--- config.mk ---
export PLATFORM = sky130hd
export DESIGN_NAME = mem_arbiter_flat
export DESIGN_NICKNAME = d
export VERILOG_FILES = /design/src/rtl/mem_arb_pkg.sv /design/src/rtl/mem_arbiter_if.sv /design/src/rtl/mem_arb_pick.sv /design/src/rtl/mem_arbiter.sv /design/src/flat_wrapper.sv
export SDC_FILE = /design/constraint.sdc
export NUM_CORES = 1
export LEC_CHECK = 0
export CAP_MARGIN = 20
export CORE_AREA = 3 3 107 109
export CTS_BUF_LIST = sky130_fd_sc_hd__clkbuf_2 sky130_fd_sc_hd__clkbuf_4 sky130_fd_sc_hd__clkbuf_8
export CTS_CLUSTER_DIAMETER = 120
export DETAILED_ROUTE_END_ITERATION = 7
export DIE_AREA = 0 0 110 112
export PLACE_DENSITY = 0.7
export SETUP_SLACK_MARGIN = 0.1
export SLEW_MARGIN = 5
export SYNTH_ARGS = -nofsm -noshare
export SYNTH_HDL_FRONTEND = slang
export SYNTH_HIERARCHICAL = 1
export SYNTH_SLANG_ARGS = --single-unit
--- constraint.sdc ---
create_clock -name i_clk -period 2.67 [get_ports i_clk]
set_input_delay 0.267 -clock i_clk [delete_from_list [all_inputs] [get_ports i_clk]]
set_output_delay 0.267 -clock i_clk [all_outputs]
set_load 0.02 [all_outputs]
--- src/rtl/mem_arb_pkg.sv ---
// Shared types and constants for the fetch / load-store memory arbiter.
// Command struct widths follow the RV32I memory port.
package mem_arb_pkg;

  localparam int MAX_LAT    = 4;
  localparam int ARB_ADDR_W = 32;
  localparam int ARB_DATA_W = 32;
  localparam int ARB_MASK_W = ARB_DATA_W / 8;

  // Bit positions inside the one-hot grant vector.
  localparam int GNT_IF = 0;
  localparam int GNT_LS = 1;

  typedef enum logic {ST_IDLE, ST_BUSY} state_t;
  typedef enum logic {OWN_IF, OWN_LS} owner_t;

  typedef struct packed {
    logic                  wren;
    logic [ARB_ADDR_W-1:0] addr;
    logic [ARB_DATA_W-1:0] wdata;
    logic [ARB_MASK_W-1:0] bmask;
  } mem_cmd_t;

  // Instruction fetch is always a full-word read.
  function automatic mem_cmd_t fetch_cmd(input logic [ARB_ADDR_W-1:0] addr);
    mem_cmd_t cmd;
    cmd.wren  = 1'b0;
    cmd.addr  = addr;
    cmd.wdata = '0;
    cmd.bmask = '1;
    return cmd;
  endfunction

endpackage

--- src/rtl/mem_arbiter_if.sv ---
// Requester and memory-side signals of the arbiter bundled into one interface.
// slave = arbiter side, master = requesters plus memory macro.
interface mem_arbiter_if #(
  parameter int ADDR_W = 32,
  parameter int DATA_W = 32
);
  logic                  if_req;
  logic [ADDR_W-1:0]     if_addr;
  logic                  if_gnt;
  logic                  if_rvalid;
  logic [DATA_W-1:0]     if_rdata;

  logic                  ls_req;
  logic                  ls_wren;
  logic [ADDR_W-1:0]     ls_addr;
  logic [DATA_W-1:0]     ls_wdata;
  logic [DATA_W/8-1:0]   ls_bmask;
  logic                  ls_gnt;
  logic                  ls_rvalid;
  logic [DATA_W-1:0]     ls_rdata;

  logic                  mem_req;
  logic                  mem_wren;
  logic [ADDR_W-1:0]     mem_addr;
  logic [DATA_W-1:0]     mem_wdata;
  logic [DATA_W/8-1:0]   mem_bmask;
  logic [DATA_W-1:0]     mem_rdata;

  modport slave (
    input  if_req, if_addr,
    output if_gnt, if_rvalid, if_rdata,
    input  ls_req, ls_wren, ls_addr, ls_wdata, ls_bmask,
    output ls_gnt, ls_rvalid, ls_rdata,
    output mem_req, mem_wren, mem_addr, mem_wdata, mem_bmask,
    input  mem_rdata
  );

  modport master (
    output if_req, if_addr,
    input  if_gnt, if_rvalid, if_rdata,
    output ls_req, ls_wren, ls_addr, ls_wdata, ls_bmask,
    input  ls_gnt, ls_rvalid, ls_rdata,
    input  mem_req, mem_wren, mem_addr, mem_wdata, mem_bmask,
    output mem_rdata
  );
endinterface

--- src/rtl/mem_arb_pick.sv ---
// Winner selection between fetch and load/store: data first, with a
// saturating starvation counter that hands the slot to fetch.
module mem_arb_pick
  import mem_arb_pkg::*;
#(
  parameter int STARVE_MAX = 4
) (
  input  logic       clk,
  input  logic       rst_n,
  input  logic       allow,
  input  logic       if_req,
  input  logic       ls_req,
  output logic [1:0] gnt
);

  logic [3:0] starve_cnt_reg;
  logic       fetch_turn;

  assign fetch_turn = (starve_cnt_reg == 4'(STARVE_MAX));

  always_comb begin
    gnt         = '0;
    gnt[GNT_IF] = allow & if_req & (~ls_req | fetch_turn);
    gnt[GNT_LS] = allow & ls_req & ~(if_req & fetch_turn);
  end

  // Counts data wins only while fetch is actually waiting.
  always_ff @(posedge clk or negedge rst_n) begin
    if (!rst_n) begin
      starve_cnt_reg <= '0;
    end else if (!if_req || gnt[GNT_IF]) begin
      starve_cnt_reg <= '0;
    end else if (gnt[GNT_LS] && !fetch_turn) begin
      starve_cnt_reg <= starve_cnt_reg + 4'd1;
    end
  end

endmodule

--- src/rtl/mem_arbiter.sv ---
// Shares one single-port memory between fetch and load/store: grants one
// command at a time, waits out the read latency, steers the response back.
module mem_arbiter
  import mem_arb_pkg::*;
#(
  parameter int ADDR_W     = ARB_ADDR_W,
  parameter int DATA_W     = ARB_DATA_W,
  parameter int MEM_LAT    = 1,
  parameter int STARVE_MAX = 4
) (
  input  logic          i_clk,
  input  logic          i_reset,
  mem_arbiter_if.slave  bus
);

  localparam int LAT_W = $clog2(MEM_LAT + 1);

  state_t           state_reg;
  owner_t           owner_reg;
  logic             wren_reg;
  logic [LAT_W-1:0] lat_cnt_reg;

  logic             resp;
  logic             allow;
  logic [1:0]       gnt;
  logic             launch;
  mem_cmd_t         cmd;

  assign resp   = (state_reg == ST_BUSY) && (lat_cnt_reg == LAT_W'(1));
  // Reset gates the grant so every output is quiet while i_reset is low.
  assign allow  = i_reset && ((state_reg == ST_IDLE) || resp);
  assign launch = |gnt;

  mem_arb_pick #(
    .STARVE_MAX (STARVE_MAX)
  ) u_pick (
    .clk    (i_clk),
    .rst_n  (i_reset),
    .allow  (allow),
    .if_req (bus.if_req),
    .ls_req (bus.ls_req),
    .gnt    (gnt)
  );

  always_comb begin
    cmd = '0;
    if (gnt[GNT_LS]) begin
      cmd.wren  = bus.ls_wren;
      cmd.addr  = bus.ls_addr;
      cmd.wdata = bus.ls_wren ? bus.ls_wdata : '0;
      cmd.bmask = bus.ls_wren ? bus.ls_bmask : '1;
    end else if (gnt[GNT_IF]) begin
      cmd = fetch_cmd(bus.if_addr);
    end
  end

  assign bus.if_gnt    = gnt[GNT_IF];
  assign bus.ls_gnt    = gnt[GNT_LS];
  assign bus.mem_req   = launch;
  assign bus.mem_wren  = cmd.wren;
  assign bus.mem_addr  = cmd.addr;
  assign bus.mem_wdata = cmd.wdata;
  assign bus.mem_bmask = cmd.bmask;

  assign bus.if_rvalid = resp && (owner_reg == OWN_IF);
  assign bus.ls_rvalid = resp && (owner_reg == OWN_LS);
  assign bus.if_rdata  = bus.if_rvalid ? bus.mem_rdata : '0;
  assign bus.ls_rdata  = (bus.ls_rvalid && !wren_reg) ? bus.mem_rdata : '0;

  always_ff @(posedge i_clk or negedge i_reset) begin
    if (!i_reset) begin
      state_reg   <= ST_IDLE;
      owner_reg   <= OWN_IF;
      wren_reg    <= 1'b0;
      lat_cnt_reg <= '0;
    end else begin
      unique case (state_reg)
        ST_IDLE: begin
          if (launch) begin
            state_reg   <= ST_BUSY;
            owner_reg   <= gnt[GNT_LS] ? OWN_LS : OWN_IF;
            wren_reg    <= cmd.wren;
            lat_cnt_reg <= LAT_W'(MEM_LAT);
          end
        end
        ST_BUSY: begin
          // A grant in the response cycle overlaps the next command with it.
          if (launch) begin
            owner_reg   <= gnt[GNT_LS] ? OWN_LS : OWN_IF;
            wren_reg    <= cmd.wren;
            lat_cnt_reg <= LAT_W'(MEM_LAT);
          end else if (resp) begin
            state_reg   <= ST_IDLE;
            wren_reg    <= 1'b0;
            lat_cnt_reg <= '0;
          end else begin
            lat_cnt_reg <= lat_cnt_reg - LAT_W'(1);
          end
        end
        default: begin
          state_reg   <= ST_IDLE;
          lat_cnt_reg <= '0;
        end
      endcase
    end
  end

endmodule

--- src/flat_wrapper.sv ---
// flat-port wrapper written by rule: the top's interface ports become plain ports
module mem_arbiter_flat import mem_arb_pkg::*;
#(
  parameter int ADDR_W     = ARB_ADDR_W,
  parameter int DATA_W     = ARB_DATA_W,
  parameter int MEM_LAT    = 1,
  parameter int STARVE_MAX = 4
)
  (i_clk, i_reset, bus_if_req, bus_if_addr, bus_if_gnt, bus_if_rvalid, bus_if_rdata, bus_ls_req, bus_ls_wren, bus_ls_addr, bus_ls_wdata, bus_ls_bmask, bus_ls_gnt, bus_ls_rvalid, bus_ls_rdata, bus_mem_req, bus_mem_wren, bus_mem_addr, bus_mem_wdata, bus_mem_bmask, bus_mem_rdata);
  mem_arbiter_if #(.ADDR_W(ADDR_W), .DATA_W(DATA_W)) bus_i ();
  input  logic i_clk;
  input  logic i_reset;
  input wire logic [$bits(bus_i.if_req)-1:0] bus_if_req;
  input wire logic [$bits(bus_i.if_addr)-1:0] bus_if_addr;
  output wire logic [$bits(bus_i.if_gnt)-1:0] bus_if_gnt;
  output wire logic [$bits(bus_i.if_rvalid)-1:0] bus_if_rvalid;
  output wire logic [$bits(bus_i.if_rdata)-1:0] bus_if_rdata;
  input wire logic [$bits(bus_i.ls_req)-1:0] bus_ls_req;
  input wire logic [$bits(bus_i.ls_wren)-1:0] bus_ls_wren;
  input wire logic [$bits(bus_i.ls_addr)-1:0] bus_ls_addr;
  input wire logic [$bits(bus_i.ls_wdata)-1:0] bus_ls_wdata;
  input wire logic [$bits(bus_i.ls_bmask)-1:0] bus_ls_bmask;
  output wire logic [$bits(bus_i.ls_gnt)-1:0] bus_ls_gnt;
  output wire logic [$bits(bus_i.ls_rvalid)-1:0] bus_ls_rvalid;
  output wire logic [$bits(bus_i.ls_rdata)-1:0] bus_ls_rdata;
  output wire logic [$bits(bus_i.mem_req)-1:0] bus_mem_req;
  output wire logic [$bits(bus_i.mem_wren)-1:0] bus_mem_wren;
  output wire logic [$bits(bus_i.mem_addr)-1:0] bus_mem_addr;
  output wire logic [$bits(bus_i.mem_wdata)-1:0] bus_mem_wdata;
  output wire logic [$bits(bus_i.mem_bmask)-1:0] bus_mem_bmask;
  input wire logic [$bits(bus_i.mem_rdata)-1:0] bus_mem_rdata;
  assign bus_i.if_req = bus_if_req;
  assign bus_i.if_addr = bus_if_addr;
  assign bus_if_gnt = bus_i.if_gnt;
  assign bus_if_rvalid = bus_i.if_rvalid;
  assign bus_if_rdata = bus_i.if_rdata;
  assign bus_i.ls_req = bus_ls_req;
  assign bus_i.ls_wren = bus_ls_wren;
  assign bus_i.ls_addr = bus_ls_addr;
  assign bus_i.ls_wdata = bus_ls_wdata;
  assign bus_i.ls_bmask = bus_ls_bmask;
  assign bus_ls_gnt = bus_i.ls_gnt;
  assign bus_ls_rvalid = bus_i.ls_rvalid;
  assign bus_ls_rdata = bus_i.ls_rdata;
  assign bus_mem_req = bus_i.mem_req;
  assign bus_mem_wren = bus_i.mem_wren;
  assign bus_mem_addr = bus_i.mem_addr;
  assign bus_mem_wdata = bus_i.mem_wdata;
  assign bus_mem_bmask = bus_i.mem_bmask;
  assign bus_i.mem_rdata = bus_mem_rdata;
  mem_arbiter #(.ADDR_W(ADDR_W), .DATA_W(DATA_W), .MEM_LAT(MEM_LAT), .STARVE_MAX(STARVE_MAX)) u_core (.i_clk(i_clk), .i_reset(i_reset), .bus(bus_i));
endmodule
# == Word-level counts from Yosys, hierarchy flattened ==
# Index checks and enable logic that the tools add are counted.
# totals
ff_bits,8
inputBits,137
out_inout_bits,138
word_cells,56
# op_classes
n_reduce_logical,14
n_addsub,2
muxes,22
bitwise_logic,10
eq_ne,3
# ops
cell,count
two-way mux 32 bit,3
two-way mux 69 bit,1
two-way mux 68 bit,1
two-way mux 4 bit,3
two-way mux 1 bit,11
logical AND 1 bit,6
case mux 1 bit (2 select lines),3
AND 1 bit,5
"adder 4 x 1 -> 4 bit, second input constant",1
"equality test 4 x 3 -> 1 bit, second input constant",1
NOT 1 bit,4
logical NOT 1 bit,3
"!= test 3 bit, second input constant",1
logical OR 1 bit,2
"!= test 2 bit, second input constant",1
AND reduction 2 bit,1
nonzero test 2 bit,1
OR reduction 2 bit,1
bitwise OR 1 bit,1
"subtractor 1 bit, second input constant",1

# == Logic depth before layout (Yosys ltp) ==
# Gate-level depths: netlist (run 1).
# depth
word_depth,9
ltp_mapped,9
depth_no_buf,8

# == Modules after synthesis ==
# The synthesis (run 1) kept the hierarchy.
# by_module_without_submodules
module,area_each_um2,instances,cells_per_inst,seq_area_each_um2
mem_arbiter,1265.0,1,175,100.1
mem_arb_pick,269.0,1,32,100.1

# == Least setup slack after synthesis (run 1) ==
# OpenSTA, ideal clock, no wires.
# synth_path
path_kind,reg2out
from,register u_core.state_reg
to,output bus_mem_wdata[15]
arrival_ns,2.169
t_required_ns,2.403
stages_incl_launch_ff,8
n_path_buf,2
setup_slack_ns,0.234
path_cell_list,dfrtp_1 or2b_1 and2_1 nand2_2 a21oi_1 buf_4 buf_2 and3_1
# synth_between
elab_chain_cells,6
elab_cells_between_ends,7
classes_between,mux: 1; bitwise: 3; reduce/logical: 3
# synth_lines
element,line,rtl
"start, declared",mem_arbiter.sv:18,state_t state_reg;
"start signal, assigned",mem_arbiter.sv:72,state_reg <= ST_IDLE;
"start signal, assigned",mem_arbiter.sv:80,state_reg <= ST_BUSY;
"start signal, assigned",mem_arbiter.sv:93,state_reg <= ST_IDLE;
logical AND 1 bit or NOT 1 bit (tied branches),"mem_arbiter.sv:29, mem_arbiter.sv:31",
logical OR 1 bit (*),mem_arbiter.sv:31,assign allow = i_reset && ((state_reg == ST_IDLE) || resp);
logical AND 1 bit (*),mem_arbiter.sv:31,
via u_core.allow,mem_arbiter.sv:24,logic allow;
AND 1 bit (*) (2 in series),mem_arb_pick.sv:24,gnt[GNT_LS] = allow & ls_req & ~(if_req & fetch_turn);
via bus_ls_gnt,flat_wrapper.sv:23,output wire logic [$bits(bus_i.ls_gnt)-1:0] bus_ls_gnt;
two-way mux 69 bit (*),mem_arbiter.sv:47,if (gnt[GNT_LS]) begin
"end, declared",flat_wrapper.sv:29,output wire logic [$bits(bus_i.mem_wdata)-1:0] bus_mem_wdata;
# The timed path passes the listed nets; every way through them passes the cells marked *.

# == Final worst setup path (run 1) ==
# layout_path
from,register u_core.u_pick.starve_cnt_reg[1]
to,output bus_mem_wdata[19]
# layout_between
elab_chain_cells,5
# layout_lines
element,line,rtl
"start, declared",mem_arb_pick.sv:16,logic [3:0] starve_cnt_reg;
"start signal, assigned",mem_arb_pick.sv:34,starve_cnt_reg <= starve_cnt_reg + 4'd1;
equality test 4 x 3 -> 1 bit,mem_arb_pick.sv:19,assign fetch_turn = (starve_cnt_reg == 4'(STARVE_MAX));
AND 1 bit,mem_arb_pick.sv:24,
NOT 1 bit,mem_arb_pick.sv:24,
AND 1 bit,mem_arb_pick.sv:24,
two-way mux 69 bit,mem_arbiter.sv:47,
# Every way passes these cells.

==> flow_results.org, run 1 <==
** Clock network
- Number of hold buffers added after CTS :: 0
- The clock reaches the later pin of the worst-skew pair after approximately 0.23 ns.
- Max H-tree Level :: 1
- After clock tree synthesis, the clock-pin slew on the worst setup and hold paths is about 0.040 ns.
- CTS saw 8 sinks.
- TritonCTS clock tree :: done
- Clock Tree Buf Depth :: 2
- CTS Root Cell :: clkbuf_8
- Counting the buffers created by CTS gives 3.

** Placed design
- The congestion estimate from routability-driven global placement came to just under 0.9.
- Total of buffers placed on input and output ports :: around 270
- The wire-length estimate of the detail-placed layout is between 8000 and 9000 µm.

** Power and ir drop
- Switching power :: 754 µW
- Per report_power, the combinational group accounts for 81.9% of the total.
- For this design the ratio of total power to cell area is 394 mW/mm².
- Sequential Power Share :: under 10%
- LEAKAGE :: 2.06 nW
- Of the total power, the clock network draws 8.6%.
- The internal portion of the total power is 960 µW.
- Post-layout power :: between 1.5 and 2 mW
- IR analysis of the VDD net gives a maximum drop of about 170 µV.
- Switching power as a share of total power :: between 40% and 50%

** Floorplan
- The die covers ~0.012 mm².
- The die is 110 µm wide.
- Once the floorplan was initialized, standard cells occupied roughly 14% of the core.
- Height of the die :: 112 µm
- Core area :: ~0.011 mm²
- Top-Level Pins :: between 200 and 300
- The floorplan has 38 rows.

** Global route
- The number of antenna violations at the first check in global routing is 0.
- The first global-routing pass estimated ~14,000 µm of wire.
- Total GRT Usage :: about 15%
- Entering global routing, the biggest net connects 42 pins.
- Summed over all layers, the global routing overflow is 0.
- Via count of the first global-routing pass :: between 2,000 and 3,000

** Synthesis
- Synth top area cells :: and2_1 26%, a22o_1 18%, and3_1 14%
- Mean cell area of the mapped netlist :: ~7.4 µm²
- The cell area that synthesis handed to floorplanning was approximately 0.0015 mm².
- After technology mapping, the gate count stands at 207.
- Synthesis Warnings :: 6
- Synthesis inferred 8 register bits.
- The share of the Yosys chip area taken by registers is a little over an eighth.
- Distinct cell type count after synthesis :: 30
- Of the post-synthesis cell area, the dominant cell type holds 25.7%.
- Of all cell types, the one taking the most synthesized area is and2_1.
- When the netlist entered floorplanning its net count stood at around 350.

** Setup path
- CP endpoint kind :: output port
- First element of the critical path :: u_core/u_pick/starve_cnt_reg[1]$_DFFE_PN0P_
- The worst setup path is launched from a flop.
- Biggest cell delay along the critical path :: roughly 0.37 ns
- Series of cell instances along the critical path :: inv_1 > ha_1 > nand2_1 > buf_4 > nor2_1 > a21oi_4 > buf_6 > buf_12 > and3_1 > dlygate4sd2_1
- The critical path is of the flop to output port type.
- For the worst setup path, the data arrival time is 2.22 ns.
- In this run the critical register-to-register path is launched from u_core/u_pick/starve_cnt_reg[1]$_DFFE_PN0P_.
- Slowest library cell on the worst path :: dfrtp_1
- Highest net fanout along the worst path :: 26
- Endpoint required time on the critical path :: between 2 and 2.5 ns

** Timing
- Across the routed clock network, the largest skew measured is about 0.0065 ns.
- Summed negative setup slack over all endpoints :: 0 ns
- Least-Margin Pin Slew :: approximately 0.34 ns
- Setup repair after global routing left no endpoint under its margin.
- The final hold violation count is 0.
- Timing would allow up to between 400 and 500 MHz.
- Post-layout minimum cycle time :: 2.48 ns
- Count of final max-slew check failures :: 0
- Setup violations remaining at the end of the flow were counted as 0.
- Dividing the final minimum period by the clock period gives 93.1%.
- Measured against its own limit, the worst slew margin works out to roughly 77%.
- The tightest hold path in the finished design has a slack of about 0.37 ns.

** Final layout
- Cells fill 40.7% of the core in the end.
- Fin nets :: between 600 and 700
- Fill count :: 1,093
- The top cell types in the final layout, fill and taps aside, are 203 x clkdlybuf4s50_1, 63 x and2_1, 35 x dlygate4sd2_1, 35 x and3_1, 32 x clkbuf_2.
- Relative to the synthesized area, the layout overhead comes to 184%.
- Fraction of layout instances using a drive strength above 1 :: between 10% and 20%
- Antenna diode count :: 0
- Most common cell after layout, fill and taps aside :: clkdlybuf4s50_1
- Flip-flop count of the largest register after layout :: 4

** Detailed routing
- Via total after detailed routing :: 2,696
- In the routed layout, each cell is associated on average with a via count of 4.34.
- Wire length reported by the detailed router :: 9910 µm
- After detailed routing, the average wire length per cell comes to between 15 and 20 µm.
- After the first detailed-routing iteration, the DRC count stood at approximately 170.
- For this run, design rule violations remaining after detail routing come to 0.
- In this run the remaining antenna-violating nets after routing total 0.
- The first TritonRoute pass finished after 4 iterations.

** Worst hold path
- In this run the worst hold path is classified as primary input to asynchronous set/reset pin.

** Run status
- Outcome :: complete, no violations

** Job
- The tool flagged a number of max-cap violations equal to 0.
## routing by layer
layer	GRT usage (%)	share of wire [%]	vias to the layer above
met2	29.2	53	199
met5	0	0	-
met3	3.65	13	16
li1	-	-	1284
met4	4.66	2.1	0
met1	13.9	32	1197
## path summary, 6_finish.rpt
path / to / slack [ns] / cells past startpoint
max in group asynchronous: u_core/wren_reg$_DFFE_PN0P_ / 2.16 / 2
max reg2reg: u_core/wren_reg$_DFFE_PN0P_ / 0.75 / 11
min: u_core/u_pick/starve_cnt_reg[1]$_DFFE_PN0P_ / 0.37 / 2
min reg2reg: u_core/wren_reg$_DFFE_PN0P_ / 0.55 / 1
min in group i_clk: u_core/wren_reg$_DFFE_PN0P_ / 0.55 / 1
max: bus_mem_wdata[19] / 0.19 / 10
## area by class of cell
type / count / area [µm²] / share of cell area (%)
Timing Repair Buffer: 291 / 2720 / 62.5
Multi-Input combinational cell: 172 / 1190 / 27.3
Sequential cell: 8 / 200 / 4.60
Tap cell: 140 / 175 / 4.03
Clock buffer: 3 / 41.3 / 0.949
Inverter: 7 / 26.3 / 0.604
## power groups by stage
| stage | clock network, mW | registers, mW | logic, mW |
|---|---|---|---|
| floorplan | 0 | 0.170 | 0.709 |
| global placement | 0 | 0.164 | 1.48 |
| detailed placement | 0 | 0.165 | 1.49 |
| CTS | 0.149 | 0.164 | 1.43 |
| global route | 0.154 | 0.167 | 1.50 |
| finish | 0.147 | 0.163 | 1.40 |
## stage by stage
step	instance area, µm²	setup slack [ns]	std cells
after CTS	4450	0.0751	620
after global placement	4490	-0.0357	617
final	4350	0.185	621
after detailed placement	4490	-0.0808	617
after floorplan	1530	0.234	207
after global routing	4350	0.0896	621
## worst max-delay path: cells and delay by family (launching register included)
kind	cells	cell delay, ns
buffers and inverters	5	0.85
adder cells (fa/ha/maj)	1	0.19
flip-flops	1	0.37
AO/OA/AOI/OAI	1	0.23
AND/OR/NAND/NOR	3	0.34
## kinds of logic after synthesis
family,synth area share (%)
and+or+nand+nor,49.9
adders and majority gates,1.63
AOI/OAI and AO/OA,24.6
DFF,13.1
buffers and inverters,10.8
## synthesized netlist by cell type
cell	count
nand2_1	7
and3b_4	1
a31oi_1	1
ha_1	2
and3_1	35
o21a_1	4
and2_1	63
o21ai_0	2
or2b_1	2
a21oi_1	1
o22ai_1	2
a22o_1	31
a21o_1	1
buf_6	6
nor2_1	3
inv_1	7
nand2b_1	1
and4b_4	1
or3_1	1
nor2b_2	1
nand3_1	5
a31o_2	2
buf_2	6
buf_4	3
nor3b_1	2
o32ai_1	1
clkbuf_1	5
nand2_2	2
dfrtp_1	8
o2111ai_1	1
## repair_timing
action | 4_1_cts | 5_1_grt
buffers inserted | 0 | 1
gates resized for setup | 71 | 67
pin swaps | 0 | 1
gates cloned | 0 | 0
setup endpoints to repair | 68 | 59
Note: power is estimated with default switching activity, not from simulation.
==> run 2: changes to the inputs <==
CTS_BUF_LIST = sky130_fd_sc_hd__clkbuf_4 sky130_fd_sc_hd__clkbuf_8   (was sky130_fd_sc_hd__clkbuf_2 sky130_fd_sc_hd__clkbuf_4 sky130_fd_sc_hd__clkbuf_8)
==> results of run 2 <==
The final DEF is identical to that of run 1; final timing and power are the same.
